File: config.mk
export PLATFORM = sky130hd
export DESIGN_NAME = uart_frame_parser
export DESIGN_NICKNAME = d
export VERILOG_FILES = /design/src/rtl/uart_pkg.sv /design/src/rtl/uart_frame_buf.sv /design/src/rtl/uart_frame_parser.sv
export SDC_FILE = /design/constraint.sdc
export NUM_CORES = 1
export LEC_CHECK = 0
export ABC_AREA = 1
export CAP_MARGIN = 15
export CELL_PAD_IN_SITES_DETAIL_PLACEMENT = 1
export CELL_PAD_IN_SITES_GLOBAL_PLACEMENT = 1
export CORE_ASPECT_RATIO = 1.4
export CORE_MARGIN = 1
export CORE_UTILIZATION = 30
export CTS_BUF_LIST = sky130_fd_sc_hd__clkbuf_8
export DETAILED_ROUTE_END_ITERATION = 6
export HOLD_SLACK_MARGIN = 0.12
export PLACE_DENSITY = 0.58
export SLEW_MARGIN = 20
export SYNTH_ARGS = -nofsm -noshare
export SYNTH_HDL_FRONTEND = slang
export SYNTH_SLANG_ARGS = --single-unit
File: constraint.sdc
create_clock -name clk -period 4.7 [get_ports clk]
set_clock_uncertainty 0.05 [all_clocks]
set_input_delay 0.705 -clock clk [delete_from_list [all_inputs] [get_ports clk]]
set_output_delay 0.705 -clock clk [all_outputs]
set_load 0.005 [all_outputs]
File: src/rtl/uart_pkg.sv
// uart_pkg: shared types and constants for the UART frame parser.
//   byte_t      - 8-bit data byte
//   state_t     - frame parser FSM states
//   SOF_DEFAULT - default start-of-frame marker byte
package uart_pkg;

    typedef logic [7:0] byte_t;

    typedef enum logic [2:0] {
        IDLE    = 3'd0,
        LEN     = 3'd1,
        PAYLOAD = 3'd2,
        CHECK   = 3'd3,
        EMIT    = 3'd4
    } state_t;

    localparam byte_t SOF_DEFAULT = 8'hA5;

endpackage

File: src/rtl/uart_frame_buf.sv
// uart_frame_buf: DEPTH x 8 payload store, no reset.
//   clk   in  - clock
//   we    in  - write enable (synchronous write)
//   waddr in  - write address
//   wdata in  - write data
//   raddr in  - read address (asynchronous read)
//   rdata out - read data
module uart_frame_buf
    import uart_pkg::*;
#(
    parameter int DEPTH = 16,
    parameter int AW    = $clog2(DEPTH)
) (
    input  logic          clk,
    input  logic          we,
    input  logic [AW-1:0] waddr,
    input  byte_t         wdata,
    input  logic [AW-1:0] raddr,
    output byte_t         rdata
);

    byte_t r_mem [DEPTH];

    always_ff @(posedge clk) begin
        if (we) begin
            r_mem[waddr] <= wdata;
        end
    end

    assign rdata = r_mem[raddr];

endmodule

File: src/rtl/uart_frame_parser.sv
// uart_frame_parser: assembles SOF/LEN/payload/CHK frames from a UART byte
// receiver, buffers the payload and replays checksum-valid frames on a
// valid/ready byte stream.
//   clk, reset (async, active-high)
//   rx_data/rx_valid    in  - received byte and its single-cycle strobe
//   out_data/out_valid  out - payload stream (out_data is 0 when not valid)
//   out_ready           in  - downstream accept
//   out_last            out - final payload byte of the frame
//   frame_ok, err_*     out - single-cycle registered event pulses
//   busy                out - parser not in IDLE
//   dbg_state           out - current FSM state (encoding of state_t)
//
// Stream handshake: a byte transfers on every cycle where out_valid and
// out_ready are both high; while out_valid is high and out_ready low,
// out_data and out_last hold stable; out_valid never drops before the
// transfer happens.
module uart_frame_parser
    import uart_pkg::*;
#(
    parameter byte_t SOF            = SOF_DEFAULT,
    parameter int    MAX_LEN        = 16,
    parameter int    TIMEOUT_CYCLES = 1_100_000
) (
    input  logic       clk,
    input  logic       reset,
    input  logic [7:0] rx_data,
    input  logic       rx_valid,
    output logic [7:0] out_data,
    output logic       out_valid,
    input  logic       out_ready,
    output logic       out_last,
    output logic       frame_ok,
    output logic       err_length,
    output logic       err_checksum,
    output logic       err_timeout,
    output logic       err_overrun,
    output logic       busy,
    output logic [2:0] dbg_state
);

    localparam int IW = $clog2(MAX_LEN + 1);
    localparam int BW = $clog2(MAX_LEN);
    localparam int TW = $clog2(TIMEOUT_CYCLES);

    localparam logic [IW-1:0] IDX_ONE   = IW'(1);
    localparam logic [IW-1:0] IDX_ZERO  = '0;
    localparam logic [TW-1:0] TCNT_ONE  = TW'(1);
    localparam logic [TW-1:0] TCNT_LAST = TW'(TIMEOUT_CYCLES - 1);
    localparam byte_t         MAX_LEN_B = byte_t'(MAX_LEN);

    state_t        r_state;
    state_t        w_state_next;
    logic [IW-1:0] r_len;
    logic [IW-1:0] r_wr_idx;
    logic [IW-1:0] r_rd_idx;
    byte_t         r_sum;
    logic [TW-1:0] r_tcnt;

    logic r_frame_ok, r_err_length, r_err_checksum, r_err_timeout, r_err_overrun;

    logic  w_frame_ok, w_err_length, w_err_checksum, w_err_timeout, w_err_overrun;
    logic  w_in_frame;
    logic  w_expire;
    logic  w_len_bad;
    logic  w_wr_last;
    logic  w_rd_last;
    logic  w_sum_match;
    logic  w_buf_we;
    logic  w_handshake;
    byte_t w_rdata;

    assign w_in_frame  = (r_state == LEN) || (r_state == PAYLOAD) || (r_state == CHECK);
    assign w_expire    = (r_tcnt == TCNT_LAST);
    assign w_len_bad   = (rx_data == 8'h00) || (rx_data > MAX_LEN_B);
    assign w_wr_last   = (r_wr_idx == r_len - IDX_ONE);
    assign w_rd_last   = (r_rd_idx == r_len - IDX_ONE);
    assign w_sum_match = (rx_data == r_sum);
    assign w_handshake = (r_state == EMIT) && out_ready;

    uart_frame_buf #(
        .DEPTH (MAX_LEN),
        .AW    (BW)
    ) u_buf (
        .clk   (clk),
        .we    (w_buf_we),
        .waddr (r_wr_idx[BW-1:0]),
        .wdata (rx_data),
        .raddr (r_rd_idx[BW-1:0]),
        .rdata (w_rdata)
    );

    // State register
    always_ff @(posedge clk or posedge reset) begin
        if (reset) begin
            r_state <= IDLE;
        end else begin
            r_state <= w_state_next;
        end
    end

    // Next-state logic. Inside a frame an arriving byte always takes
    // priority over an expiring inter-byte timer.
    always_comb begin
        w_state_next = r_state;
        case (r_state)
            IDLE: begin
                if (rx_valid && (rx_data == SOF)) w_state_next = LEN;
            end
            LEN: begin
                if (rx_valid)      w_state_next = w_len_bad ? IDLE : PAYLOAD;
                else if (w_expire) w_state_next = IDLE;
            end
            PAYLOAD: begin
                if (rx_valid) begin
                    if (w_wr_last) w_state_next = CHECK;
                end else if (w_expire) begin
                    w_state_next = IDLE;
                end
            end
            CHECK: begin
                if (rx_valid)      w_state_next = w_sum_match ? EMIT : IDLE;
                else if (w_expire) w_state_next = IDLE;
            end
            EMIT: begin
                if (out_ready && w_rd_last) w_state_next = IDLE;
            end
            default: w_state_next = IDLE;
        endcase
    end

    // Output logic: stream outputs decode the current state, the w_* event
    // terms are registered below so every pulse lands one cycle after its
    // triggering byte (frame_ok therefore coincides with the first out_valid).
    always_comb begin
        out_valid      = (r_state == EMIT);
        out_data       = out_valid ? w_rdata : 8'h00;
        out_last       = out_valid && w_rd_last;
        busy           = (r_state != IDLE);
        dbg_state      = r_state;
        w_buf_we       = (r_state == PAYLOAD) && rx_valid;
        w_frame_ok     = (r_state == CHECK) && rx_valid && w_sum_match;
        w_err_checksum = (r_state == CHECK) && rx_valid && !w_sum_match;
        w_err_length   = (r_state == LEN) && rx_valid && w_len_bad;
        w_err_timeout  = w_in_frame && !rx_valid && w_expire;
        w_err_overrun  = (r_state == EMIT) && rx_valid;
    end

    assign frame_ok     = r_frame_ok;
    assign err_length   = r_err_length;
    assign err_checksum = r_err_checksum;
    assign err_timeout  = r_err_timeout;
    assign err_overrun  = r_err_overrun;

    // Datapath, timer and event pulse registers
    always_ff @(posedge clk or posedge reset) begin
        if (reset) begin
            r_len          <= '0;
            r_wr_idx       <= '0;
            r_rd_idx       <= '0;
            r_sum          <= '0;
            r_tcnt         <= '0;
            r_frame_ok     <= 1'b0;
            r_err_length   <= 1'b0;
            r_err_checksum <= 1'b0;
            r_err_timeout  <= 1'b0;
            r_err_overrun  <= 1'b0;
        end else begin
            r_frame_ok     <= w_frame_ok;
            r_err_length   <= w_err_length;
            r_err_checksum <= w_err_checksum;
            r_err_timeout  <= w_err_timeout;
            r_err_overrun  <= w_err_overrun;

            if ((r_state == LEN) && rx_valid && !w_len_bad) begin
                r_len    <= rx_data[IW-1:0];
                r_sum    <= rx_data;
                r_wr_idx <= IDX_ZERO;
            end

            if (w_buf_we) begin
                r_sum    <= r_sum + rx_data;
                r_wr_idx <= r_wr_idx + IDX_ONE;
            end

            if (w_frame_ok) begin
                r_rd_idx <= IDX_ZERO;
            end else if (w_handshake) begin
                r_rd_idx <= r_rd_idx + IDX_ONE;
            end

            // Counts idle cycles inside a frame; IDLE/EMIT hold it at zero,
            // which also gives the clear on entry to LEN.
            if (w_in_frame && !rx_valid && !w_expire) begin
                r_tcnt <= r_tcnt + TCNT_ONE;
            end else begin
                r_tcnt <= '0;
            end
        end
    end

endmodule
==> out/summary.txt <==
Iteration-0 DRC Markers: 348
total congestion overflow: 0
Die Ht: 198.0 um
Final nets: 872
routed len/inst: 18.88 um
via count: 5,864
yosys synthesis warning count: 0
Critical Path AT: 2960 ps
Core ar.: 0.02692 sq mm
Port Buffers: 30
Area growth syn-to-layout: 13.12%
first-pass GRT wire length: 36,510 um
Req. time, crit path: 3940 ps
register area share after synthesis: 62.51%
crit path launch type: register
Final Critical Period: 3719 ps
gr usage total: 17.77%
final hold violations: 0
leading area contributor after synthesis: edfxtp_1
cell row count: 71
pwr dens: 382.9 mW/mm^2
post-route ant nets: 0
largest net degree at the start of global routing: 69
CTS root buffer: clkbuf_8
RSZ-0062 raised after global routing: no
Final WS setup: 980.6 ps
# diodes: 0
initial core utilization: 30.58%
HP Class: register to register
Post-CTS Setup Bufs: 0
overall routed net length: 23,100 um
Remaining DRCs: 0
CTS Sinks: 180
crit share post-route: 79.14%
post-cts resize count: 0
flops & latches, synth: 180
commonest non-fill, non-tap cell in the layout: nor2_1
Peak supply drop: 0.1722 mV
Hold Buf Count CTS: 0
Fill cells: 3,031
Net Count, Synth: 830
clock buffer depth: 2
die area: 0.02811 sq mm
Synth Area per Inst: 10.25 sq um
initial antenna violation count: 1
worst-path fanout max: 41
Skew-Pair Late Insertion Delay: 470 ps
Synth area leaders: edfxtp_1 47%, dfrtp_1 16%, nor2_1 6.7%
Netlist Area Pre-Place: 0.008230 sq mm
max-capacitance violation count: 0
share of cells above drive strength 1: 8.974%
final non-filler cell total: 1,223
Reg clk slew, reported paths: 100 ps
I/O pin total: 31
DRT Pass-1 Iters: 4
CTS tree: done
critical path class: register to output pin
CTS H-tree lvls: 4
leakage power: 3.413 nW
relative slew slack: 33.66%
DP Wirelength: 15,560 um
vias per cell: 4.795
status: finished, final reports clean
Num CTS Buffers: 17
Max Fclk: 268.9 MHz
Die Width: 142.0 um
Slew Viols, Final: 0
cells after synthesis: 803
Synth cell types: 38
placed insts: 1,191
most frequent cells in the layout: 148 x nor2_1, 128 x edfxtp_1, 114 x nand2_1, 88 x o21ai_0, 55 x inv_1
# setup viols final: 0
Placer Congestion: 0.7605
critical path endpoint category: output pin
post-synth top area share: 46.70%
vias in the first global route: 6,479
dpl ws: 1249 ps
setup TNS: 0 ps
Worst-Margin Slew: 991.9 ps
[power breakdown]
| part | leakage [nW] | switching (mW) | total, mW | internal (mW) |
|---|---|---|---|---|
| Sequential | 1.82 | 0.0788 | 1.87 | 1.79 |
| Combinational | 1.41 | 0.461 | 0.702 | 0.241 |
| Clock | 0.183 | 0.610 | 0.990 | 0.380 |
| Total | 3.41 | 1.15 | 3.56 | 2.41 |
[cells in the mapped netlist]
master and number:
a211oi_1 1, a21oi_1 27, a22o_1 3, a31oi_1 5
buf_2 5, buf_4 6, buf_6 6, clkbuf_1 5
clkbuf_2 4, clkinv_1 1, dfrtp_1 52, edfxtp_1 128
fa_1 1, ha_1 14, inv_1 57, inv_2 5
nand2_1 114, nand2_2 3, nand3_1 42, nand3_2 2
nand3b_1 2, nand4_1 8, nor2_1 148, nor2_2 6
nor2_4 2, nor3_1 16, nor3_2 1, nor4_1 1
nor4_2 2, o211ai_1 16, o21a_1 1, o21ai_0 88
o21ai_1 3, o22ai_1 14, or2_2 1, xnor2_1 2
xor2_1 10, xor2_2 1
[registers in the layout, summed over array words and instances, names as in the netlist, 3 cells and up]
signal	count
r_len	5
u_buf.r_mem	128
r_sum	8
r_rd_idx	5
r_wr_idx	5
dbg_state	3
r_tcnt	21
[layout make-up]
cell class                      instances  area [sq um]  share of cell area, %
Clock buffer                           17         234.0                  2.513
Clock inverter                         15         121.4                  1.304
Inverter                               63         236.5                  2.540
Multi-Input combinational cell        534          2673                  28.71
Sequential cell                       180          5146                  55.27
Tap cell                              365         456.7                  4.905
Timing Repair Buffer                   49         442.9                  4.757
[final timing paths]
kind | start | to | slack (ps) | cells past startpoint
setup / recovery | r_rd_idx[0]$_DFFE_PP0P_ | out_data[4] | 980 | 8
hold / removal | r_sum[4]$_DFFE_PP0P_ | r_sum[4]$_DFFE_PP0P_ | 460 | 2
setup reg to reg | dbg_state[2]$_DFFE_PP0P_ | u_buf.r_mem[9][2]$_DFFE_PP_ | 2110 | 5
hold reg to reg | r_sum[4]$_DFFE_PP0P_ | r_sum[4]$_DFFE_PP0P_ | 460 | 2
max in group asynchronous | reset | r_wr_idx[4]$_DFFE_PP0P_ | 3170 | 3
min in group asynchronous | reset | r_sum[3]$_DFFE_PP0P_ | 580 | 2
[stage by stage]
stage          area [sq um]  utilization (%)  hold slack [ps]  power (mW)
3_3_place_gp           8955            33.27            420.1       2.605
3_5_place_dp           8955            33.27            442.3       2.618
6_report               9310            34.59            457.0       3.565
4_1_cts                9310            34.59            468.3       3.617
5_1_grt                9310            34.59            499.0       3.791
2_1_floorplan          8230                -            403.0       2.379
[cells by family after synthesis]
| kind of cell | Yosys count | synth area share, % |
|---|---|---|
| flip-flops | 180 | 62.51 |
| buffers and inverters | 89 | 5.017 |
| AND/OR/NAND/NOR | 348 | 18.05 |
| XOR/XNOR | 13 | 1.475 |
| adder cells (fa/ha/maj) | 15 | 2.372 |
| AO/OA/AOI/OAI | 158 | 10.58 |
[per-layer routing]
layer  GRT usage [%]  up-vias  routed length, um
met4           7.009        0                565
met2           31.79       94              11840
met1           20.93     2889               9845
li1                -     2851                  -
met5               0        -                  0
met3           3.096       30                850
[worst max-delay path: stages, from the launching register on]
cell and delay [ps]:
dfrtp_2 420, inv_2 550, buf_4 310, o21ai_0 100, nand2_1 80, a22o_1 190, inv_1 60, a21oi_1 220
clkdlybuf4s50_1 570
(Power assumes the default switching activity.)
